--- config.mk ---
export PLATFORM = sky130hd
export DESIGN_NAME = csi_rx_byte_align
export DESIGN_NICKNAME = d
export VERILOG_FILES = /design/src/rtl/csi_rx_pkg.sv /design/src/rtl/csi_rx_sync_match.sv /design/src/rtl/csi_rx_byte_align.sv
export SDC_FILE = /design/constraint.sdc
export NUM_CORES = 1
export LEC_CHECK = 0
export CAP_MARGIN = 0
export CORE_AREA = 5 5 65 126
export DETAILED_ROUTE_END_ITERATION = 8
export DIE_AREA = 0 0 70 131
export PLACE_DENSITY_LB_ADDON = 0.2
export SYNTH_ARGS = -nofsm -noshare
export SYNTH_HDL_FRONTEND = slang
export SYNTH_SLANG_ARGS = --single-unit
--- constraint.sdc ---
create_clock -name CLK -period 1.8 [get_ports CLK]
set_input_delay 0.36 -clock CLK [delete_from_list [all_inputs] [get_ports CLK]]
set_output_delay 0.36 -clock CLK [all_outputs]
set_load 0.005 [all_outputs]
--- src/rtl/csi_rx_pkg.sv ---
// rtl/csi_rx_pkg.sv - shared types and constants for the CSI-2 lane receive path
//
// Purpose: FSM state type and sync constants used by the byte aligner and the
// sync-byte matcher (also intended for the future multi-lane deskew).
// Ports: none (package).
package csi_rx_pkg;

  // Byte aligner states.
  typedef enum logic [1:0] {
    ST_IDLE   = 2'd0,
    ST_HUNT   = 2'd1,
    ST_LOCKED = 2'd2,
    ST_ERROR  = 2'd3
  } align_state_e;

  // SoT leader sequence byte, bit 0 first on the wire.
  localparam logic [7:0] SYNC_BYTE_DEFAULT = 8'hB8;

  // Number of bit offsets a byte can sit at inside the two-byte window.
  localparam int unsigned SYNC_OFFSETS = 8;

  // Byte starting at bit k of the window {newer, older}.
  function automatic logic [7:0] window_byte(input logic [15:0] w, input logic [2:0] k);
    return w[k +: 8];
  endfunction

endpackage

--- src/rtl/csi_rx_sync_match.sv ---
// rtl/csi_rx_sync_match.sv - combinational sync byte search over a 16-bit window
//
// Purpose: tests the 8 candidate bytes w[k+7:k], k = 0..7, against sync_byte
// and reports the lowest matching offset.
// Ports:
//   w          16-bit window, w[0] earliest bit on the wire
//   sync_byte  byte pattern to search for
//   hit        at least one offset matches
//   k          lowest matching offset (0 when hit is low)
module csi_rx_sync_match
  import csi_rx_pkg::*;
(
  input  logic [15:0] w,
  input  logic [7:0]  sync_byte,
  output logic        hit,
  output logic [2:0]  k
);

  // Scan from the highest offset down so that a lower matching offset
  // overwrites a higher one: the earliest position on the wire wins.
  always_comb begin
    hit = 1'b0;
    k   = 3'd0;
    for (int i = SYNC_OFFSETS - 1; i >= 0; i--) begin
      if (w[i +: 8] == sync_byte) begin
        hit = 1'b1;
        k   = 3'(i);
      end
    end
  end

endmodule

--- src/rtl/csi_rx_byte_align.sv ---
// rtl/csi_rx_byte_align.sv - SoT byte aligner for one CSI-2 D-PHY data lane
//
// Purpose: hunts the first bytes of each HS burst for SYNC_BYTE at any of 8
// bit offsets, locks onto the lowest matching offset and streams byte-aligned
// payload until the burst ends.
// Ports:
//   CLK           byte clock, lane PHY DOUT_CLK domain
//   RST_N         asynchronous active-low reset
//   DIN_VALID     raw byte valid, high for the whole HS burst
//   DIN[7:0]      raw deserialized byte, DIN[0] earliest on the wire
//   DOUT_VALID    aligned byte valid
//   DOUT[7:0]     aligned payload byte (the sync byte is not forwarded)
//   DOUT_SOT      marks the first aligned byte of a burst
//   ALIGN_OFFSET  offset of the most recent lock, held until the next lock
//   SYNC_ERR      one-cycle pulse when the hunt gives up
module csi_rx_byte_align
  import csi_rx_pkg::*;
#(
  parameter logic [7:0]  SYNC_BYTE    = SYNC_BYTE_DEFAULT,
  parameter int unsigned SEARCH_LIMIT = 16
) (
  input  logic       CLK,
  input  logic       RST_N,
  input  logic       DIN_VALID,
  input  logic [7:0] DIN,
  output logic       DOUT_VALID,
  output logic [7:0] DOUT,
  output logic       DOUT_SOT,
  output logic [2:0] ALIGN_OFFSET,
  output logic       SYNC_ERR
);

  // Counter value on which one more failed evaluation exhausts the hunt.
  localparam logic [7:0] LAST_COUNT = 8'(SEARCH_LIMIT - 1);

  align_state_e state;
  align_state_e state_next;
  logic [7:0]   prev;
  logic         prev_ok;
  logic [7:0]   search_cnt;
  logic         sot_pending;

  logic [15:0]  window;
  logic         hit;
  logic [2:0]   hit_k;

  logic         hunt_eval;
  logic         lock_now;
  logic         give_up;
  logic         emit;

  // Current byte on top, previous one below: window[0] is the oldest bit.
  assign window = {DIN, prev};

  csi_rx_sync_match u_sync_match (
    .w         (window),
    .sync_byte (SYNC_BYTE),
    .hit       (hit),
    .k         (hit_k)
  );

  // A window is only meaningful once the previous byte belongs to this burst.
  // A lock takes priority over the timeout on the same evaluation.
  always_comb begin
    hunt_eval = DIN_VALID && prev_ok && (state == ST_HUNT);
    lock_now  = hunt_eval && hit;
    give_up   = hunt_eval && !hit && (search_cnt == LAST_COUNT);
    emit      = DIN_VALID && (state == ST_LOCKED);
  end

  always_comb begin
    state_next = state;
    if (!DIN_VALID) begin
      state_next = ST_IDLE;
    end else begin
      case (state)
        ST_IDLE: state_next = ST_HUNT;
        ST_HUNT: begin
          if (lock_now) begin
            state_next = ST_LOCKED;
          end else if (give_up) begin
            state_next = ST_ERROR;
          end
        end
        default: state_next = state;
      endcase
    end
  end

  always_ff @(posedge CLK or negedge RST_N) begin
    if (!RST_N) begin
      state   <= ST_IDLE;
      prev    <= 8'h00;
      prev_ok <= 1'b0;
    end else begin
      state   <= state_next;
      prev_ok <= DIN_VALID;
      if (DIN_VALID) begin
        prev <= DIN;
      end
    end
  end

  always_ff @(posedge CLK or negedge RST_N) begin
    if (!RST_N) begin
      search_cnt <= 8'h00;
    end else if (!DIN_VALID || lock_now || give_up) begin
      search_cnt <= 8'h00;
    end else if (hunt_eval) begin
      search_cnt <= search_cnt + 8'h01;
    end
  end

  // sot_pending tags the first aligned byte after a lock; a gap drops it so a
  // burst that ends on its match cycle leaves nothing behind.
  always_ff @(posedge CLK or negedge RST_N) begin
    if (!RST_N) begin
      ALIGN_OFFSET <= 3'd0;
      sot_pending  <= 1'b0;
    end else begin
      if (lock_now) begin
        ALIGN_OFFSET <= hit_k;
      end
      if (!DIN_VALID) begin
        sot_pending <= 1'b0;
      end else if (lock_now) begin
        sot_pending <= 1'b1;
      end else if (emit) begin
        sot_pending <= 1'b0;
      end
    end
  end

  always_ff @(posedge CLK or negedge RST_N) begin
    if (!RST_N) begin
      DOUT_VALID <= 1'b0;
      DOUT       <= 8'h00;
      DOUT_SOT   <= 1'b0;
      SYNC_ERR   <= 1'b0;
    end else begin
      DOUT_VALID <= emit;
      DOUT_SOT   <= emit && sot_pending;
      SYNC_ERR   <= give_up;
      if (emit) begin
        DOUT <= window_byte(window, ALIGN_OFFSET);
      end
    end
  end

endmodule

==> impl_metrics.csv, run 1 <==
group,metric,value,unit
outcome,outcome,"finished clean",
cells_and_area,finish.net_count,246,
floorplan,placeableCoreArea,7160,um2
cells_and_area,n_fill_cell,748,
placement,dpl.cell_count,317,
cells_and_area,layout.cells.non_filler,327,
worst_setup_path,crit_path_start_kind,"register",
cells_and_area,layout.core_utilization,37.2,%
global_routing,grt_start_max_net_pins,35,
cells_and_area,fin_area,2660,um2
logic_synthesis,post-synth-top-area-fraction,42.6,%
clock_network,cts-buffers-inserted,5,
routing,remaining_drcs,0,
clock_network,insertion_delay,280,ps
global_routing,global_route.usage.total,10.9,%
placement,gp_congestion,0.802,
worst_hold_path,timing.hold.worst.class,"reg2reg",
worst_hold_path,worst_hold_path.num_cells,2,
logic_synthesis,synth_enable_flop_cells,0,
placement,detailed_place.area,2480,um2
routing,routed_wl,4560,um
routing,vias,1552,
routing,first_pass_iters,4,
clock_network,cts_tree,"yes",
worst_setup_path,critical_path_class,"reg2reg",
global_routing,first_global_vias,1632,
floorplan,die_width,70,um
floorplan,floorplan.die_area,9170,um2
logic_synthesis,ys.warnings.count,0,
sta,rsz0062_at_grt,"yes",
clock_network,clockRootBuffer,"clkbuf_16",
clock_network,clkSlewWorstSetupHoldPaths,50,ps
cells_and_area,drive_gt1_share,29.8,%
logic_synthesis,syn-cell-area,2000,um2
power_and_ir_drop,cellPowerDensity,886,nW/um2
logic_synthesis,number_of_nets_in_the_synthesized_netlist,198,
power_and_ir_drop,max-vdd-ir-drop,0.000563,V
routing,route.antenna.remaining_nets,0,
floorplan,initial_core_util,27.9,%
logic_synthesis,synth_top_cell_by_area,"dfrtp_1",
routing,first_iter_violations,52,
sta,final.period_utilization,99.1,%
sta,whs,478,ps
sta,largest_clock_skew_in_the_final_design,4.04,ps
sta,report.final.slew_viol_count,0,
floorplan,top_level_ports,25,
clock_network,maximum_level_of_the_cts_h_tree,2,
sta,report.final.hold_viol_count,0,
sta,postLayoutSetupSlackWorst,16.0,ps
sta,fmax,561,MHz
clock_network,cts.sinks,34,
worst_setup_path,timing.rr.end,"search_cnt[3]",
placement,preCtsSetupSlack,-309,ps
routing,viasPerCell,4.75,
logic_synthesis,synth_cells,186,
sta,post-route-min-period,1780,ps
worst_setup_path,critical_path.max_fanout,6,
sta,tightest_slew,439,ps
logic_synthesis,synth_seq_cells,34,
logic_synthesis,postSynth.asyncResetShare,100,%
global_routing,grt_first_pass_wirelength,7960,um
worst_setup_path,setup_slack_of_the_most_critical_reg_to_reg_path,20,ps
sta,fin_setup_tns,0,ps
worst_setup_path,worst_setup_path_end_kind,"register",
placement,place.port_buffers,24,
worst_setup_path,worstRegToRegCells,6,
cells_and_area,diode_insertion_count_for_antenna_repair,0,
global_routing,global_route.overflow_total,0,
flow_run,cap_viol_max_count,0,
clock_network,clock_path_buffers,2,
routing,wl_per_cell,13.9,um
sta,setup-violations-final,0,
logic_synthesis,ys_types,41,
logic_synthesis,synth_flop_cell,"dfrtp_1",
logic_synthesis,synth.top_cells.by_area,"dfrtp_1 43%, mux2i_1 8.0%, mux2_2 6.2%",
worst_hold_path,worst_hold_startpoint,"DOUT[1]",
placement,dp_hpwl,3500,um
floorplan,fp.dieH,131,um
logic_synthesis,synth_sequential_area_ratio,42.6,%
worst_setup_path,worst_ep_required_time,1950,ps
sta,max_slew_margin,70.7,%
worst_setup_path,worst_r2r_startpoint,"search_cnt[1]",
logic_synthesis,post_synth.cell_area_avg,10.7,um2
worst_hold_path,min_to,"DOUT[1]",
floorplan,fp-row-count,44,
worst_setup_path,timing.critical_path.arrival,1940,ps
cells_and_area,area_delta_synth_final,33.1,%
power_and_ir_drop,report.power.total,2.36,mW
power_and_ir_drop,p_leak,1.08,nW
global_routing,grt_antenna_before_repair,0,
==> cell type report <==
| class | instances | area [um2] | area share [%] |
|---|---|---|---|
| multi-input cells | 133 | 1070 | 40.1 |
| flip-flops and latches | 34 | 851 | 32.0 |
| repair buffers | 52 | 448 | 16.8 |
| clock buffers | 7 | 143 | 5.36 |
| well taps | 92 | 115 | 4.33 |
| inverters | 8 | 30.0 | 1.13 |
| clock inverters | 1 | 5.00 | 0.188 |
==> metal layers <==
metal / vias up / global-route usage, % / share of wire [%]
met5: - / 0 / 0
met4: 0 / 4.40 / 1.9
met3: 5 / 2.60 / 4.1
met2: 32 / 19.2 / 50
met1: 727 / 12.8 / 44
li1: 788 / - / -
==> worst max path at each step <==
stage,start,endpoint,slack (ps)
floorplan,search_cnt[0],search_cnt[3],210
global placement,DIN[1],search_cnt[0],-230
detailed placement,DIN[1],search_cnt[3],-310
CTS,DIN[4],search_cnt[3],8
global route,search_cnt[1],search_cnt[6],-70
finish,search_cnt[1],search_cnt[3],20
==> synth_stat cells (4+ instances only) <==
| cell type | instances |
|---|---|
| nand2_1 | 14 |
| and4bb_1 | 4 |
| and4bb_2 | 7 |
| clkbuf_1 | 5 |
| xnor2_1 | 4 |
| o21ai_0 | 12 |
| mux2_2 | 11 |
| nor3_1 | 6 |
| a21oi_1 | 13 |
| mux2i_1 | 16 |
| inv_1 | 8 |
| nand3_1 | 4 |
| dfrtp_1 | 34 |
| nor2_1 | 9 |
==> critical path: stages (launching register included) <==
cell and delay (ps):
dfrtp_1 370, ha_2 190, or4b_4 480, nor3_4 200, inv_2 80, a21oi_4 250
nor4b_2 90
==> where the power goes <==
group / switching, mW / leakage [nW] / internal (mW)
Clock: 0.313 / 0.0739 / 0.548
Sequential: 0.0569 / 0.442 / 0.835
Combinational: 0.269 / 0.560 / 0.335
==> repair_timing <==
action,CTS,global route
endpoints found under the setup margin,1,8
pin swaps,1,2
hold buffers,0,0
resized for setup,2,6
setup buffers,0,2
==> flip-flops by register name, indices dropped and copies added (netlist names) <==
| signal | cells |
|---|---|
| DOUT_VALID | 1 |
| SYNC_ERR | 1 |
| DOUT | 8 |
| ALIGN_OFFSET | 3 |
| prev | 8 |
| sot_pending | 1 |
| search_cnt | 8 |
| DOUT_SOT | 1 |
| prev_ok | 1 |
| state | 2 |
==> layout by cell type (no fill, tap or decap), types with 3 or more instances in the layout <==
master,Yosys,layout
dfrtp_1,34,34
nor2_1,9,9
and4bb_1,4,4
clkdlybuf4s50_1,0,22
o21ai_0,12,11
clkbuf_16,0,5
nand2_1,14,14
a21oi_1,13,13
a211oi_1,3,3
nand3_1,4,4
xnor2_1,4,4
mux2i_1,16,16
and4bb_2,7,7
inv_1,8,7
buf_4,1,28
o21ai_2,3,3
nor3_1,6,5
mux2_2,11,11
nand4_1,3,3
==> logic make-up after synthesis <==
kind of cell / after synthesis / share of synthesized area, %
adder cells (fa/ha/maj): 1 / 0.626
flip-flops: 34 / 42.6
AND/OR/NAND/NOR: 57 / 19.7
multiplexers: 29 / 16.5
XOR/XNOR: 5 / 2.19
buffers and inverters: 19 / 4.82
AO/OA/AOI/OAI: 41 / 13.5
Power figures use the tool's default switching activity.
==> inputs of run 2 (changes only) <==
--- a/config.mk
+++ b/config.mk
@@ -9,6 +9,8 @@
 export CORE_AREA = 5 5 65 126
 export DETAILED_ROUTE_END_ITERATION = 8
 export DIE_AREA = 0 0 70 131
+export GPL_ROUTABILITY_DRIVEN = 0
+export GPL_TIMING_DRIVEN = 1
 export PLACE_DENSITY_LB_ADDON = 0.2
 export SYNTH_ARGS = -nofsm -noshare
 export SYNTH_HDL_FRONTEND = slang
==> results of run 2 <==
Final layout, timing and power as in run 1 (identical DEF).
